## src/rtl/counter_b4_event_log.sv

```systemverilog
`default_nettype none
// ============================================================================
//  Module   : counter_b4_event_log
//  Purpose  : Timestamped event logger for a 4-bit counter. It detects rising
//             edges on the upstream rco and load indications and queues
//             {type, q, timestamp} entries in a small FIFO. A sticky flag
//             records any event that was dropped because the FIFO was full.
//  Revision : 1.0 - initial release
// ============================================================================
module counter_b4_event_log #(
    parameter int DEPTH = 4,
    parameter int TS_W  = 8
) (
    input  logic                      b4_clk,
    input  logic                      b4_reset,
    input  logic [3:0]                b4_Q,
    input  logic                      b4_load,
    input  logic                      b4_rco,
    input  logic                      b4_ovf_clr,
    input  logic                      ev_ready,
    output logic                      ev_valid,
    output logic [6+TS_W-1:0]         ev_data,
    output logic [$clog2(DEPTH):0]    ev_count,
    output logic                      ev_ovf
);

    localparam int c_addr_w = $clog2(DEPTH);
    localparam int c_data_w = 6 + TS_W;
    localparam logic [c_addr_w:0] c_full_count = (c_addr_w + 1)'(DEPTH);

    logic [TS_W-1:0]     r_ts;
    logic                r_rco_q;
    logic                r_load_q;
    logic [c_data_w-1:0] r_mem [DEPTH];
    logic [c_addr_w-1:0] r_wr_ptr;
    logic [c_addr_w-1:0] r_rd_ptr;
    logic [c_addr_w:0]   r_count;
    logic                r_ovf;

    logic                w_rco_edge;
    logic                w_load_edge;
    logic                w_event;
    logic [c_data_w-1:0] w_entry;
    logic                w_valid;
    logic                w_full;
    logic                w_pop;
    logic                w_push;
    logic                w_drop;

    // Edge detection against the previous-cycle level; both edges in one
    // cycle merge into a single entry of type 2'b11.
    assign w_rco_edge  = b4_rco  & ~r_rco_q;
    assign w_load_edge = b4_load & ~r_load_q;
    assign w_event     = w_rco_edge | w_load_edge;
    assign w_entry     = {w_load_edge, w_rco_edge, b4_Q, r_ts};

    // A pop only happens on a valid head, so ev_ready is inert when empty.
    // When full, an event is still accepted if the head leaves this cycle.
    assign w_valid = (r_count != '0);
    assign w_full  = (r_count == c_full_count);
    assign w_pop   = w_valid & ev_ready;
    assign w_push  = w_event & (~w_full | w_pop);
    assign w_drop  = w_event & w_full & ~w_pop;

    assign ev_valid = w_valid;
    assign ev_data  = w_valid ? r_mem[r_rd_ptr] : '0;
    assign ev_count = r_count;
    assign ev_ovf   = r_ovf;

    // Free-running timestamp, wraps naturally at all-ones.
    always_ff @(posedge b4_clk) begin
        if (b4_reset) begin
            r_ts <= '0;
        end else begin
            r_ts <= r_ts + 1'b1;
        end
    end

    // Previous-cycle levels; reset to 1 so levels already high at reset
    // release are not mistaken for edges.
    always_ff @(posedge b4_clk) begin
        if (b4_reset) begin
            r_rco_q  <= 1'b1;
            r_load_q <= 1'b1;
        end else begin
            r_rco_q  <= b4_rco;
            r_load_q <= b4_load;
        end
    end

    // Entry storage; contents need no reset because occupancy is cleared.
    always_ff @(posedge b4_clk) begin
        if (w_push && !b4_reset) begin
            r_mem[r_wr_ptr] <= w_entry;
        end
    end

    // FIFO pointers and occupancy; reset discards everything queued.
    always_ff @(posedge b4_clk) begin
        if (b4_reset) begin
            r_wr_ptr <= '0;
            r_rd_ptr <= '0;
            r_count  <= '0;
        end else begin
            if (w_push) begin
                r_wr_ptr <= r_wr_ptr + 1'b1;
            end
            if (w_pop) begin
                r_rd_ptr <= r_rd_ptr + 1'b1;
            end
            case ({w_push, w_pop})
                2'b10:   r_count <= r_count + 1'b1;
                2'b01:   r_count <= r_count - 1'b1;
                default: r_count <= r_count;
            endcase
        end
    end

    // Sticky drop flag; a drop in the same cycle as a clear keeps it set.
    always_ff @(posedge b4_clk) begin
        if (b4_reset) begin
            r_ovf <= 1'b0;
        end else if (w_drop) begin
            r_ovf <= 1'b1;
        end else if (b4_ovf_clr) begin
            r_ovf <= 1'b0;
        end
    end

endmodule
`default_nettype wire

```

## config.mk

```make
export PLATFORM = sky130hd
export DESIGN_NAME = counter_b4_event_log
export DESIGN_NICKNAME = d
export VERILOG_FILES = /design/src/rtl/counter_b4_event_log.sv
export SDC_FILE = /design/constraint.sdc
export NUM_CORES = 1
export LEC_CHECK = 0
export ABC_AREA = 1
export CAP_MARGIN = 10
export CORE_MARGIN = 4
export CORE_UTILIZATION = 30
export DETAILED_ROUTE_END_ITERATION = 16
export PLACE_DENSITY = 0.51
export RECOVER_POWER = 50
export SLEW_MARGIN = 20
export SYNTH_ARGS = -nofsm -noshare
export SYNTH_HDL_FRONTEND = slang
export SYNTH_SLANG_ARGS = --single-unit
```

## constraint.sdc

```tcl
create_clock -name b4_clk -period 1.6 [get_ports b4_clk]
set_input_delay 0.16 -clock b4_clk [delete_from_list [all_inputs] [get_ports b4_clk]]
set_output_delay 0.16 -clock b4_clk [all_outputs]
set_load 0.02 [all_outputs]
```

==> qor.txt, run 1 <==
Worst Hold Launch = b4_rco
Final WS setup = -70.16 ps
worst slack at placement = -295.8 ps
worst hold margin = 409.0 ps
Clock Latency Late Sink = 350 ps
# diodes = 0
die area = 12030 µm²
Max Cap Viol = 0
vias per cell = 4.376
Ys Warns = 0
Initial Util = 0.3129
area of the core = 9910 µm²
Slowest cell on crit path = dfxtp_4
die height = 109.7 µm
top post-synthesis cells by area = edfxtp_1 (54%), dfxtp_1 (13%), nor2_1 (8.4%), o21ai_0 (5.2%), a21oi_1 (4.0%)
Final Net Count = 371
Final HPWL DP = 4211 µm
Die Wd = 109.7 µm
Iter 0 DRT Violations = 95
cell area after synthesis = 3100 µm²
Leak Pwr = 1.619 nW
Largest stage delay, worst path = 360 ps
crit path cell chain = buf_12 > buf_12 > nor2_1 > nor2_1 > o21ai_1 > a21oi_1 > buf_4
global placement routability congestion = 0.6702
CTS Hold Bufs = 0
Sink Count = 76
worst r2r src = ev_count[1]
global-route wire length before repair = 10810 µm
crit-path max FO = 8
top_reg_cell synth = edfxtp_1
clk slew on worst S/H paths = 80 ps
status = finished, violations left
area delta synth->final = 36.84%
Slew Limit Fails = 0
Hold Crit Class = in -> reg
library cells used by synthesis = 27
Avg Cell Area, Syn = 10.88 µm²
first drt pass iteration count = 4
via count = 2153
pin count of the biggest net entering global routing = 21
Max Fclk = 598.7 MHz
top cell type's share of synthesized area = 0.5424
WP data arrival = 1510 ps
Mapped Nets = 301
PwrDens = 1348 nW/µm²
Yosys top cell by area = edfxtp_1
cell row count = 36
RSZ-0062 raised after global routing = yes
post-DR wirelength/cell = 13.87 µm
ANT nets after route = 0
cts bufs inserted = 9
EDFF count, synth = 56
CTS Root Cell = clkbuf_8
Setup CP Type = reg -> out
post-synthesis async set-or-reset flop share = 0
Post-Place Cells = 468
Synth Instances = 285
share of layout cells above drive strength 1 = 0.2953
vias in the first global route = 2204
most frequent cell after synthesis = nor2_1
fin cells = 492
Port Buffers = 28
Final Hold Fails = 0
Peak VDD IR = 0.0006798 V
post-synthesis sequential area ratio = 0.6715
routed wire length = 6823 µm
Final setup viols = 14
Fin Clk Skew = 12.47 ps
required time of the critical path = 1440 ps
maximum clock path buffer count = 2
count of state elements after synthesis = 76
failing checks = negative setup slack
min cycle time layout = 1670 ps
Post-synth top cells = nor2_1 (69), edfxtp_1 (56), o21ai_0 (32), a21oi_1 (25), inv_1 (24)
GRT overflow = 0
All-Layer GR Usage = 0.1202
Slew HR = 0.7799
H-tree depth = 3
Final period util = 1.044
DRC violations left = 0
CTS tree = done
Worst setup EP type = output port
CP startpoint kind = flip-flop
Ports = 29
initial antenna violation count = 0
Worst Tran Pin Value = 327.6 ps
==> sequential cells by signal, summed over array words and instances, names as in the netlist, named ones only <==
register  flops
r_mem        56
r_ts          8
ev_count      3
r_rd_ptr      2
r_wr_ptr      2
ev_ovf        1
r_load_q      1
r_rco_q       1
==> area by class of cell <==
class                      instances  area, µm²
clock inverter                     6      112.6
clock buffer                       9      123.9
tap                              133      166.4
fill                             964       5667
multi-input combinational        172      947.2
inverter                          28      110.1
timing repair buffer              68      689.4
sequential                        76       2093
==> worst max-delay path: cells and delay by family, from the launching register on <==
kind                   cells  cell delay, ps
and+or+nand+nor            2             150
AOI/OAI and AO/OA          2             210
DFF                        1             360
buffers and inverters      3             440
==> report_power, final <==
group	total, W	leakage [nW]	switching (W)	internal, W
Combinational	0.00173	0.814	0.000922	0.000804
Clock	0.00175	0.120	0.000713	0.00103
Sequential	0.00225	0.686	0.0000573	0.00219
Total	0.00572	1.62	0.00169	0.00403
==> placed cells by master, fill, tap and decap left out, types with 2 or more instances in the layout <==
cell / instances
edfxtp_1: 56
nor2_1: 53
buf_4: 36
o21ai_1: 27
a21oi_1: 24
inv_1: 23
dfxtp_1: 17
nand2_1: 13
nor2_2: 11
clkbuf_8: 9
buf_12: 9
o21ai_0: 7
nor2_4: 6
nand3_1: 5
ha_1: 5
dlygate4sd3_1: 5
clkdlybuf4s50_1: 5
nor3_1: 4
buf_6: 4
inv_2: 3
nand2_2: 3
dfxtp_4: 3
bufinv_16: 3
clkbuf_1: 3
inv_4: 2
nand2_4: 2
nand4_1: 2
or2_2: 2
clkbuf_16: 2
dlygate4sd2_1: 2
clkbuf_4: 2
==> cells by family after synthesis <==
family / after synthesis / share of synthesized area
DFF: 76 / 0.6715
buffers and inverters: 37 / 0.05206
adders and majority gates: 6 / 0.02663
AOI/OAI and AO/OA: 62 / 0.1049
and+or+nand+nor: 104 / 0.1449
==> metal layers <==
metal | GRT usage | vias to the layer above | part of all wire
li1 | - | 1103 | -
met1 | 0.1507 | 1000 | 0.45
met2 | 0.1992 | 41 | 0.50
met3 | 0.03817 | 9 | 0.042
met4 | 0.03473 | 0 | 0.0086
met5 | 0 | - | 0
==> stage by stage <==
stage	setup TNS [ps]	area [µm²]	utilization	total power, W
floorplan	0	3122	-	0.003082
global placement	-14510	3857	0.3893	0.003904
detailed placement	-16420	3857	0.3893	0.003902
CTS	-723.1	4165	0.4203	0.005672
global route	-2138	4243	0.4282	0.006025
finish	-459.5	4243	0.4282	0.005719
==> path summary, 6_finish.rpt <==
kind	to	slack, ps	cells past startpoint
hold reg to reg	flip-flop	470	1
setup / recovery	ev_data[6]	-70	7
setup reg to reg	ev_count[1]	30	7
hold / removal	r_rco_q	410	2
==> what timing repair did <==
item                                   4_1_cts  5_1_grt
resized for setup                          106       27
buffers inserted                             6        3
pin swaps                                   11       23
cloned                                       1        2
endpoints found under the hold margin        0        0
setup endpoints to repair                   66       27
Note: power is estimated with default switching activity, not from simulation.
==> inputs of run 2 (changes only) <==
Settings changed: CTS_BUF_LIST set to sky130_fd_sc_hd__clkbuf_4 sky130_fd_sc_hd__clkbuf_8 sky130_fd_sc_hd__clkbuf_16.
==> results of run 2 <==
The final DEF is identical to that of run 1; final timing and power are the same.
